$ cat config.mk
export PLATFORM = sky130hd
export DESIGN_NAME = ufi_ram_stream_reader
export DESIGN_NICKNAME = d
export VERILOG_FILES = /design/src/rtl/ufi_pkg.sv /design/src/rtl/ufi_stream_fifo.sv /design/src/rtl/ufi_ram_stream_reader.sv
export SDC_FILE = /design/constraint.sdc
export NUM_CORES = 1
export LEC_CHECK = 0
export ABC_AREA = 1
export BUFFER_PORTS_ARGS = -buffer_cell sky130_fd_sc_hd__clkbuf_2
export CAP_MARGIN = 10
export CORE_ASPECT_RATIO = 1.75
export CORE_MARGIN = 3
export CORE_UTILIZATION = 45
export DETAILED_ROUTE_END_ITERATION = 10
export SYNTH_ARGS = -nofsm -noshare
export SYNTH_HDL_FRONTEND = slang
export SYNTH_SLANG_ARGS = --single-unit
$ cat constraint.sdc
create_clock -name iSCLK -period 2.92 [get_ports iSCLK]
set_input_delay 0.584 -clock iSCLK [delete_from_list [all_inputs] [get_ports iSCLK]]
set_output_delay 0.584 -clock iSCLK [all_outputs]
set_load 0.05 [all_outputs]
$ cat src/rtl/ufi_pkg.sv
// ---------------------------------------------------------------------------
// ufi_pkg
// Shared UFI bus constants and the state encoding of the stream reader.
//   lpUfiEnBit  : request/response valid bit of the UFI address/control bus
//   lpUfiCmdBit : command bit (0 = read, 1 = write)
//   reader_state_t : stream reader FSM states
// ---------------------------------------------------------------------------
package ufi_pkg;

    localparam int lpUfiEnBit  = 31;
    localparam int lpUfiCmdBit = 30;
    localparam int lpUfiCmdRd  = 0;
    localparam int lpUfiCmdWr  = 1;

    typedef enum logic [1:0] {
        ST_IDLE  = 2'd0,
        ST_ISSUE = 2'd1,
        ST_DRAIN = 2'd2,
        ST_DONE  = 2'd3
    } reader_state_t;

endpackage

$ cat src/rtl/ufi_stream_fifo.sv
// ---------------------------------------------------------------------------
// ufi_stream_fifo
// Synchronous first-word-fall-through FIFO. The head word is visible on
// 'head' whenever 'empty' is low; 'pop' consumes it on the next edge.
// Ports:
//   clk, rst          : clock, synchronous active-high clear
//   push, push_data   : write strobe and word
//   pop               : consume head (ignored when empty)
//   head              : current head word
//   count, full, empty: occupancy and flags
// pDepth must be a power of two so the pointers wrap naturally.
// ---------------------------------------------------------------------------
module ufi_stream_fifo #(
    parameter int pDepth = 64,
    parameter int pWidth = 16,
    localparam int lpPtrW = $clog2(pDepth),
    localparam int lpCntW = lpPtrW + 1
) (
    input  logic              clk,
    input  logic              rst,
    input  logic              push,
    input  logic [pWidth-1:0] push_data,
    input  logic              pop,
    output logic [pWidth-1:0] head,
    output logic [lpCntW-1:0] count,
    output logic              full,
    output logic              empty
);

    logic [pWidth-1:0] mem [pDepth];
    logic [lpPtrW-1:0] wr_ptr;
    logic [lpPtrW-1:0] rd_ptr;
    logic              do_push;
    logic              do_pop;

    assign empty   = (count == '0);
    assign full    = (count == lpCntW'(pDepth));
    assign do_pop  = pop & ~empty;
    // A push into a full FIFO is still legal when the head leaves this cycle.
    assign do_push = push & (~full | do_pop);
    assign head    = mem[rd_ptr];

    always_ff @(posedge clk) begin
        if (do_push) begin
            mem[wr_ptr] <= push_data;
        end
    end

    always_ff @(posedge clk) begin
        if (rst) begin
            wr_ptr <= '0;
            rd_ptr <= '0;
            count  <= '0;
        end else begin
            if (do_push) begin
                wr_ptr <= wr_ptr + lpPtrW'(1);
            end
            if (do_pop) begin
                rd_ptr <= rd_ptr + lpPtrW'(1);
            end
            case ({do_push, do_pop})
                2'b10:   count <= count + lpCntW'(1);
                2'b01:   count <= count - lpCntW'(1);
                default: count <= count;
            endcase
        end
    end

endmodule

$ cat src/rtl/ufi_ram_stream_reader.sv
// ---------------------------------------------------------------------------
// ufi_ram_stream_reader
// UFI bus master that reads a contiguous run of SRAM words and streams them
// out in order through a local FWFT FIFO. Requests are only issued while a
// FIFO slot is reserved for the answer (credit), so returns never overflow.
// Ports:
//   iSCLK, iSRST              : clock, synchronous active-high reset
//   iStart/iStartAdrs/iLen    : start command (sampled only when idle)
//   oBusy, oDone              : transfer in progress / one-cycle completion
//   oMUfiWd, oMUfiAdrs        : request to the slave ([31]=valid,[30]=cmd)
//   iMUfiRdy                  : slave accepts the presented request
//   iMUfiRd, iMUfiAdrs        : read return data / [31]=return valid
//   oStrmD, oStrmVd, iStrmRe  : consumer stream (FWFT)
//   oErr                      : sticky error (stale return / bad address)
// Optional feature macro: UFI_STREAM_READER_ADRS_CHECK_EN enables checking
// of the returned address against the expected word address.
// ---------------------------------------------------------------------------
module ufi_ram_stream_reader
    import ufi_pkg::*;
#(
    parameter int pUfiDqBusWidth   = 16,
    parameter int pUfiAdrsBusWidth = 32,
    parameter int pUfiEnableBit    = 32,
    parameter int pRamAdrsWidth    = 18,
    parameter int pLenWidth        = 16,
    parameter int pFifoDepth       = 64
) (
    input  logic                        iSCLK,
    input  logic                        iSRST,
    input  logic                        iStart,
    input  logic [pRamAdrsWidth-1:0]    iStartAdrs,
    input  logic [pLenWidth-1:0]        iLen,
    output logic                        oBusy,
    output logic                        oDone,
    output logic [pUfiDqBusWidth-1:0]   oMUfiWd,
    output logic [pUfiAdrsBusWidth-1:0] oMUfiAdrs,
    input  logic                        iMUfiRdy,
    input  logic [pUfiDqBusWidth-1:0]   iMUfiRd,
    input  logic [pUfiAdrsBusWidth-1:0] iMUfiAdrs,
    output logic [pUfiDqBusWidth-1:0]   oStrmD,
    output logic                        oStrmVd,
    input  logic                        iStrmRe,
    output logic                        oErr
);

    localparam int lpCrW = $clog2(pFifoDepth) + 1;

    reader_state_t              state;
    reader_state_t              state_next;
    logic [pRamAdrsWidth-1:0]   adrs;
    logic [pLenWidth-1:0]       remaining;
    logic [pLenWidth-1:0]       received;
    logic [pLenWidth-1:0]       received_next;
    logic [pLenWidth-1:0]       total;
    logic [lpCrW-1:0]           credit;
    logic                       start_accept;
    logic                       active;
    logic                       req_valid;
    logic                       req_hs;
    logic                       rsp_valid;
    logic                       rsp_push;
    logic                       stale;
    logic                       pop;
    logic                       all_req_done;
    logic                       all_rsp_done;
    logic                       adrs_mismatch;
    logic                       err;
    logic                       fifo_empty;
    logic                       fifo_full;
    logic [lpCrW-1:0]           fifo_count;
    logic                       unused_bits;

    assign start_accept  = (state == ST_IDLE) && iStart;
    assign active        = (state == ST_ISSUE) || (state == ST_DRAIN);
    assign rsp_valid     = iMUfiAdrs[pUfiEnableBit-1];
    // Returns outside a transfer belong to an aborted or unknown request.
    assign rsp_push      = rsp_valid & active;
    assign stale         = rsp_valid & ~active;
    assign pop           = iStrmRe & ~fifo_empty;
    assign req_valid     = (state == ST_ISSUE) && (remaining != '0) && (credit != '0);
    assign req_hs        = req_valid & iMUfiRdy;
    assign received_next = received + pLenWidth'(rsp_push);
    assign all_req_done  = (remaining == '0) || (req_hs && (remaining == pLenWidth'(1)));
    assign all_rsp_done  = (received_next == total);
    assign unused_bits   = ^{iMUfiAdrs, fifo_full, fifo_count};

    // State register.
    always_ff @(posedge iSCLK) begin
        if (iSRST) begin
            state <= ST_IDLE;
        end else begin
            state <= state_next;
        end
    end

    // Next-state logic; a zero-length start goes straight to DONE.
    always_comb begin
        state_next = state;
        case (state)
            ST_IDLE: begin
                if (iStart) begin
                    state_next = (iLen == '0) ? ST_DONE : ST_ISSUE;
                end
            end
            ST_ISSUE: begin
                if (all_req_done) begin
                    state_next = all_rsp_done ? ST_DONE : ST_DRAIN;
                end
            end
            ST_DRAIN: begin
                if (all_rsp_done) begin
                    state_next = ST_DONE;
                end
            end
            ST_DONE:  state_next = ST_IDLE;
            default:  state_next = ST_IDLE;
        endcase
    end

    // Output logic; the bus word is all-zero whenever no request is valid.
    always_comb begin
        oBusy     = (state != ST_IDLE);
        oDone     = (state == ST_DONE);
        oMUfiWd   = '0;
        oMUfiAdrs = '0;
        if (req_valid) begin
            oMUfiAdrs[pUfiEnableBit-1]   = 1'b1;
            oMUfiAdrs[lpUfiCmdBit]       = 1'(lpUfiCmdRd);
            oMUfiAdrs[pRamAdrsWidth-1:0] = adrs;
        end
    end

    // Address, remaining and received counters for the current transfer.
    always_ff @(posedge iSCLK) begin
        if (iSRST) begin
            adrs      <= '0;
            remaining <= '0;
            received  <= '0;
            total     <= '0;
        end else if (start_accept) begin
            adrs      <= iStartAdrs;
            remaining <= iLen;
            received  <= '0;
            total     <= iLen;
        end else begin
            if (req_hs) begin
                adrs      <= adrs + pRamAdrsWidth'(1);
                remaining <= remaining - pLenWidth'(1);
            end
            received <= received_next;
        end
    end

    // Credit = FIFO slots not yet promised to an outstanding or stored word.
    // It survives DONE because unread words still occupy the FIFO.
    always_ff @(posedge iSCLK) begin
        if (iSRST) begin
            credit <= lpCrW'(pFifoDepth);
        end else begin
            case ({req_hs, pop})
                2'b10:   credit <= credit - lpCrW'(1);
                2'b01:   credit <= credit + lpCrW'(1);
                default: credit <= credit;
            endcase
        end
    end

`ifdef UFI_STREAM_READER_ADRS_CHECK_EN
    logic [pRamAdrsWidth-1:0] exp_adrs;

    // Returns arrive in request order, so the expected address just counts.
    always_ff @(posedge iSCLK) begin
        if (iSRST) begin
            exp_adrs <= '0;
        end else if (start_accept) begin
            exp_adrs <= iStartAdrs;
        end else if (rsp_push) begin
            exp_adrs <= exp_adrs + pRamAdrsWidth'(1);
        end
    end

    assign adrs_mismatch = rsp_push && (iMUfiAdrs[pRamAdrsWidth-1:0] != exp_adrs);
`else
    assign adrs_mismatch = 1'b0;
`endif

    // Sticky error flag, cleared only by reset.
    always_ff @(posedge iSCLK) begin
        if (iSRST) begin
            err <= 1'b0;
        end else if (stale || adrs_mismatch) begin
            err <= 1'b1;
        end
    end

    assign oErr = err;

    ufi_stream_fifo #(
        .pDepth (pFifoDepth),
        .pWidth (pUfiDqBusWidth)
    ) u_fifo (
        .clk       (iSCLK),
        .rst       (iSRST),
        .push      (rsp_push),
        .push_data (iMUfiRd),
        .pop       (pop),
        .head      (oStrmD),
        .count     (fifo_count),
        .full      (fifo_full),
        .empty     (fifo_empty)
    );

    assign oStrmVd = ~fifo_empty;

endmodule

After elaboration in Yosys (flattened, before gate mapping)
Memories as Yosys holds them, arrays and structs flattened. A register that Yosys moved wholly into a read port is not among the register bits.
Index checks and enable logic that the tools add are counted.

storage, ports and cells
  register bits = 95
  output and inout port bits = 68
  memories = 1
  memory bits (writable) = 1,024
  word-level logic and storage cells = 79
  bits of input ports = 87

cells by class
  equal/unequal tests = 13
  muxes and demuxes = 18
  bitwise logic cells = 10
  add/sub/neg operators = 9
  reduce and logical (&&, ||, !) cells = 18

memories
  memory      words  width  read ports  clocked after Yosys merged registers in  wr ports  RTL line               source
  u_fifo.mem  64     16     1           1                                        1         ufi_stream_fifo.sv:30  logic [pWidth-1:0] mem [pDepth];

operators by type and width
  kind                                                number
  2-to-1 mux 18 bit                                   3
  zero test 16 bit                                    2
  2-to-1 mux 16 bit                                   2
  one-hot mux 7 bit (2 select lines)                  2
  adder 18 x 1 -> 18 bit, second input constant       1
  adder 16 x 1 -> 16 bit                              1
  == test 16 x 1 -> 1 bit, second input constant      1
  == test 16 bit                                      1
  nonzero test 16 bit                                 1
  subtractor 16 x 1 -> 16 bit, second input constant  1
  adder 7 x 1 -> 7 bit, second input constant         2
  subtractor 7 x 1 -> 7 bit, second input constant    2
  adder 6 x 1 -> 6 bit, second input constant         2
  2-to-1 mux 6 bit                                    2
  2-to-1 mux 2 bit                                    5
  == test 2 bit, second input constant                4
  one-hot mux 2 bit (4 select lines)                  1
  nonzero test 2 bit                                  4
  == test 7 bit, second input constant                1
  zero test 7 bit                                     1
  nonzero test 7 bit                                  1
  bitwise AND 1 bit                                   6
  == test 2 x 1 -> 1 bit, second input constant       3
  != test 2 bit, second input constant                3
  8 further kinds                                     16

Depth between registers and ports, before layout
  depth after elaboration = 8
  mapped depth = 21
  mapped depth without buffers = 21

Cells and area by module
A second synthesis with hierarchy kept.

second synthesis, totals
  cell total of the unflattened synthesis = 4,399
  area, all modules = 48,033.6 µm²

modules (own cells, without submodules)
  module                 times used  cells an instance  area an instance (µm²)  seq. area each (µm²)
  ufi_stream_fifo        1           3,653              43,012.5                31,250.0
  ufi_ram_stream_reader  1           746                5,021.1                 1,521.5

Least setup slack after synthesis
No wires, ideal clock.

  path type = register to register
  start = reg u_fifo.count[0]
  end = reg credit[5]
  stages on the path, launching flop included = 17
  clock period less this slack = 3.202 ns
  path slack = -0.282 ns
  library setup time = 0.115 ns
  arrival time = 3.086 ns
  buffers on the path = 0
  data required time = 2.805 ns
  cell sequence = dfxtp_1 nor4_1 nand3_1 nand2_1 inv_1 ha_1 inv_1 ha_1 nand2_1 nor2_1 a211oi_1 nor2_1 o21ai_0 nand2_1 xor2_1 o21ai_0 inv_1

on the way
  word-level cells in the longest chain between the ends = 5
  elaborated cells on any way between the ends = 7
  those cells by class = eq/ne (2); mux (1); bitwise (2); reduce/logical (2)

RTL lines
  item                                                                      RTL line                      source
  start, declared                                                           ufi_stream_fifo.sv:25         output logic [lpCntW-1:0] count,
  start signal, assigned                                                    ufi_stream_fifo.sv:62         2'b10: count <= count + lpCntW'(1);
  start signal, assigned                                                    ufi_stream_fifo.sv:63         2'b01: count <= count - lpCntW'(1);
  start signal, assigned                                                    ufi_stream_fifo.sv:64         default: count <= count;
  zero test 7 bit *                                                         ufi_stream_fifo.sv:36         assign empty = (count == '0);
  NOT 1 bit *                                                               n/a
  net oStrmVd                                                               ufi_ram_stream_reader.sv:41   output logic oStrmVd,
  bitwise AND 1 bit *                                                       ufi_ram_stream_reader.sv:79   assign pop = iStrmRe & ~fifo_empty;
  == test 2 x 1 -> 1 bit or == test 2 bit (tied branches)                   ufi_ram_stream_reader.sv:160  case ({req_hs, pop})
  one-hot mux 7 bit (2 select lines) or nonzero test 2 bit (tied branches)  n/a
  end signal, assigned                                                      ufi_ram_stream_reader.sv:161  2'b10: credit <= credit - lpCrW'(1);
  end signal, assigned                                                      ufi_ram_stream_reader.sv:162  2'b01: credit <= credit + lpCrW'(1);
  end signal, assigned                                                      ufi_ram_stream_reader.sv:163  default: credit <= credit;
  end, declared                                                             ufi_ram_stream_reader.sv:55   logic [lpCrW-1:0] credit;

The timed path passes the listed nets; every way through them passes the cells marked *.
A chain may end at the register's enable or synchronous reset.

==> impl_table.tex <==
\begin{tabular}{lr}
\hline
Metric & Value \\
\hline
\multicolumn{2}{l}{\textbf{Outcome}} \\
\quad Status & complete, but fails checks \\
\quad Failing checks & setup timing \\
\multicolumn{2}{l}{\textbf{STA}} \\
\quad Crit path setup slack, layout & -0.706 ns \\
\quad Final Max Slew Viols & 0 \\
\quad Pin slew with the least headroom to its limit & 1.13 ns \\
\quad Final worst path period share & 124\% \\
\quad Final period demand of the worst path & 3.63 ns \\
\quad Worst relative slew slack & 24.9\% \\
\quad Unrepaired setup endpoints after global routing & true \\
\quad Final Hold Violating Endpoints & 0 \\
\quad Worst-case clock skew & 0.0314 ns \\
\quad Achievable frequency & 276 MHz \\
\quad Final setup violation count & 16 \\
\multicolumn{2}{l}{\textbf{Placed design}} \\
\quad Quantity of I/O buffers inserted on ports & 94 \\
\quad DP HPWL & 83.5 mm \\
\quad Weighted congestion at the end of routability-driven global placement & 0.855 \\
\multicolumn{2}{l}{\textbf{CTS}} \\
\quad Clock slew seen by the registers of the worst setup and hold paths & 0.06 ns \\
\quad TritonCTS clock tree & built \\
\quad Clock tree root buffer cell & clkbuf\_16 \\
\quad Insertion delay of the later-clocked pin in the worst-skew pair & 0.71 ns \\
\quad Maximum level of the CTS H-tree & 3 \\
\quad Sink count of the clock tree & 1125 \\
\quad Bufs on Longest Clock Path & 3 \\
\quad Total clock buffers created by CTS & 100 \\
\multicolumn{2}{l}{\textbf{Synth}} \\
\quad Avg Inst Size Synth & 12.0 sq um \\
\quad Number of synthesized flops with an enable pin & 1024 \\
\quad Synthesis Warnings & 0 \\
\quad Post-synth cell types & 51 \\
\quad Flops \& latches, synth & 1125 \\
\quad Dominant register cell in the synthesized netlist & edfxtp\_1 \\
\quad Cell count after synthesis & 3847 \\
\quad Async S/R FF share, synth & 0\% \\
\quad Mapped cell area & 0.0461 sq mm \\
\quad Sequential area share after synthesis & 71.1\% \\
\multicolumn{2}{l}{\textbf{Finish}} \\
\quad P\&R area growth vs syn & 22.9\% \\
\quad Multi-input gate area & 0.0125 sq mm \\
\quad Final layout net count & 4361 \\
\quad Number of filler instances in the final layout & 8228 \\
\quad Fin util & 56.0\% \\
\quad Sequential cell area & 0.0328 sq mm \\
\quad Share of post-route cells with drive strength above 1 & 20.4\% \\
\multicolumn{2}{l}{\textbf{Routing}} \\
\quad Routed WL & 137 mm \\
\quad Final ANT Viol Nets & 0 \\
\quad DR DRC count & 0 \\
\quad Routed vias & 32600 \\
\quad Total iterations of the first detailed-routing run & 6 \\
\quad Vias per inst & 5.76 \\
\quad Detail-routed net length per standard cell & 24.2 microns \\
\quad Number of design-rule violations left by the first detailed-router iteration & 2698 \\
\multicolumn{2}{l}{\textbf{Setup path}} \\
\quad Critical path's largest stage delay & 0.36 ns \\
\quad Worst reg-to-reg setup slack & 0.17 ns \\
\quad Critical Path Source Type & flop \\
\quad Worst path most repeated cell & buf\_12 \\
\quad Crit path max-delay cell type & dfxtp\_4 \\
\quad Type of element capturing the critical path & primary output \\
\quad CP Data Arrival Time & 3.04 ns \\
\quad Largest fanout on the critical path & 10 \\
\quad Series of cell instances along the critical path & buf\_12 > buf\_12 > buf\_16 > buf\_6 > buf\_8 > o21ai\_1 > o22ai\_1 > nor2\_1 > o32ai\_2 > buf\_4 > o211ai\_1 > nand2\_2 > buf\_12 \\
\quad Kind of critical path & flop to primary output \\
\quad Worst path required time & 2.34 ns \\
\quad Worst path top cell family by delay & buffers and inverters \\
\quad Number of buffer and inverter instances along the worst setup path & 7 \\
\multicolumn{2}{l}{\textbf{Power and ir drop}} \\
\quad Clock share of power & 28.8\% \\
\quad Switching power total & 14.6 mW \\
\quad Switching part of the total power & 32.1\% \\
\quad Sequential Power Share & 40.0\% \\
\quad Gate power share & 31.3\% \\
\quad Total leakage power & 19.4 nW \\
\quad Peak supply drop & 0.747 mV \\
\quad Total power after layout & 45.5 mW \\
\quad Total power divided by cell area & 804 mW/mm\^{}2 \\
\quad Internal power & 30.9 mW \\
\multicolumn{2}{l}{\textbf{Global route}} \\
\quad Overflow after GRT & 0 \\
\quad First-pass GRT wire length & 198 mm \\
\quad Via count of the first global-routing pass & 31700 \\
\quad Number of antenna violations at the first check in global routing & 1 \\
\quad Global-route usage over all layers & 25.2\% \\
\quad Largest net degree at the start of global routing & 65 \\
\multicolumn{2}{l}{\textbf{Floorplanning}} \\
\quad Initial core utilization & 45.6\% \\
\quad Overall die width & 248 microns \\
\quad Height of the chip & 430 microns \\
\quad Full die area & 0.107 sq mm \\
\quad Core Rows & 154 \\
\quad Core Area & 0.101 sq mm \\
\quad Ports & 155 \\
\multicolumn{2}{l}{\textbf{Min path}} \\
\quad Worst hold path type & input port to flop \\
\multicolumn{2}{l}{\textbf{Flow run}} \\
\quad Max-capacitance violation count & 0 \\
\hline
\end{tabular}
through the flow:
stage	hold slack (ns)	worst slack (ns)	area [sq um]	setup TNS [ns]	std cells
2_1_floorplan	0.435	0.0558	46200	0	3875
3_3_place_gp	0.449	-0.190	51300	-0.903	5416
3_5_place_dp	0.448	-0.223	51300	-1.10	5416
4_1_cts	0.0765	-0.691	55900	-10.43	5640
5_1_grt	0.117	-0.799	56700	-11.75	5660
6_report	0.132	-0.706	56700	-10.20	5660
state kept, by name, summed over array words and instances, names as in the netlist, named ones only:
name and count:
u_fifo.mem 1024, received 16, total 16, oErr 1, adrs 18, remaining 16
credit 7, u_fifo.rd_ptr 6, state 2, u_fifo.wr_ptr 6, u_fifo.count 7
synthesized netlist by cell type, types with 10 or more instances:
| cell type | number | area (sq um) |
|---|---|---|
| buf_2 | 77 | 385 |
| o311ai_1 | 10 | 87.6 |
| clkbuf_1 | 143 | 537 |
| o21ai_0 | 665 | 3330 |
| buf_4 | 39 | 293 |
| a21oi_1 | 66 | 330 |
| nand2_2 | 12 | 75.1 |
| a31oi_1 | 11 | 68.8 |
| edfxtp_1 | 1024 | 30700 |
| nor3_1 | 14 | 70.1 |
| o221ai_1 | 31 | 272 |
| xor2_1 | 22 | 193 |
| o21ai_1 | 29 | 145 |
| o22ai_1 | 283 | 1770 |
| nand3_1 | 66 | 330 |
| nand2_1 | 183 | 687 |
| inv_1 | 116 | 435 |
| o211ai_1 | 18 | 135 |
| nor2_1 | 804 | 3020 |
| dfxtp_1 | 101 | 2020 |
| nand4_1 | 16 | 100 |
| ha_1 | 24 | 300 |
layout make-up:
| cell class | instances | area share (%) |
|---|---|---|
| clock buffers | 114 | 4.62 |
| multi-input cells | 2354 | 22.0 |
| clock inverters | 73 | 1.08 |
| repair buffers | 542 | 10.6 |
| inverters | 123 | 0.883 |
| repair inverters | 2 | 0.0640 |
| diodes | 1 | 0.00442 |
| flip-flops and latches | 1125 | 57.9 |
| well taps | 1326 | 2.93 |
final timing paths:
kind,start,to,cells past startpoint
worst max-delay path,flop,oStrmD[9],13
worst min-delay path,iStartAdrs[12],adrs[12],3
worst max register to register,remaining[0],credit[5],20
worst min register to register,total[0],total[0],2
tightest hold or removal path, cell delays in order:
cell and delay [ns]:
clkbuf_2 0.08, nand2_1 0.06, a31oi_1 0.07
layer usage:
metal | track usage, % | share of wire, %
met5 | 0 | 0
met4 | 14.6 | 6.3
met1 | 28.5 | 36
met2 | 44.9 | 52
met3 | 3.46 | 5.7
repair_timing:
action	CTS	global route
pin swaps	94	100
hold buffers	0	0
resized for setup	242	153
hold endpoints to repair	0	0
setup endpoints to repair	37	207
cloned	12	7
setup buffers	31	17
layout by cell type, fill, tap and decap left out, types with 8 or more instances in the layout:
| cell type | count |
|---|---|
| a21oi_1 | 64 |
| a31oi_1 | 11 |
| buf_12 | 110 |
| buf_16 | 11 |
| buf_4 | 282 |
| buf_6 | 36 |
| buf_8 | 13 |
| bufinv_16 | 8 |
| clkbuf_1 | 10 |
| clkbuf_16 | 110 |
| clkbuf_2 | 59 |
| clkbuf_4 | 19 |
| clkinv_1 | 25 |
| clkinv_2 | 25 |
| conb_1 | 29 |
| dfxtp_1 | 94 |
| edfxtp_1 | 1024 |
| ha_1 | 20 |
| inv_1 | 113 |
| nand2_1 | 168 |
| nand2_2 | 22 |
| nand3_1 | 61 |
| nand4_1 | 16 |
| nor2_1 | 785 |
| nor2_2 | 26 |
| nor3_1 | 10 |
| o211ai_1 | 18 |
| o21ai_0 | 550 |
| o21ai_1 | 108 |
| o21ai_2 | 32 |
| o221ai_1 | 19 |
| o221ai_2 | 8 |
| o22ai_1 | 260 |
| o22ai_2 | 22 |
| xnor2_1 | 9 |
| xor2_1 | 22 |
kinds of logic after synthesis:
kind of cell	after synthesis	synth area share (%)
compound gates	1139	13.7
xor+xnor	32	0.638
fa+ha+maj	26	0.738
buf+inv	396	3.91
flops	1125	71.1
other cells	1	0.00813
simple gates	1128	9.90
power by group through the flow:
stage	clock, mW	sequential, mW	combinational (mW)
after floorplan	0	18.5	6.80
after global placement	0	18.5	12.0
after detailed placement	0	18.5	12.2
after CTS	13.3	18.2	13.5
after global routing	13.9	18.2	15.3
final	13.1	18.2	14.2
Power figures use the tool's default switching activity.
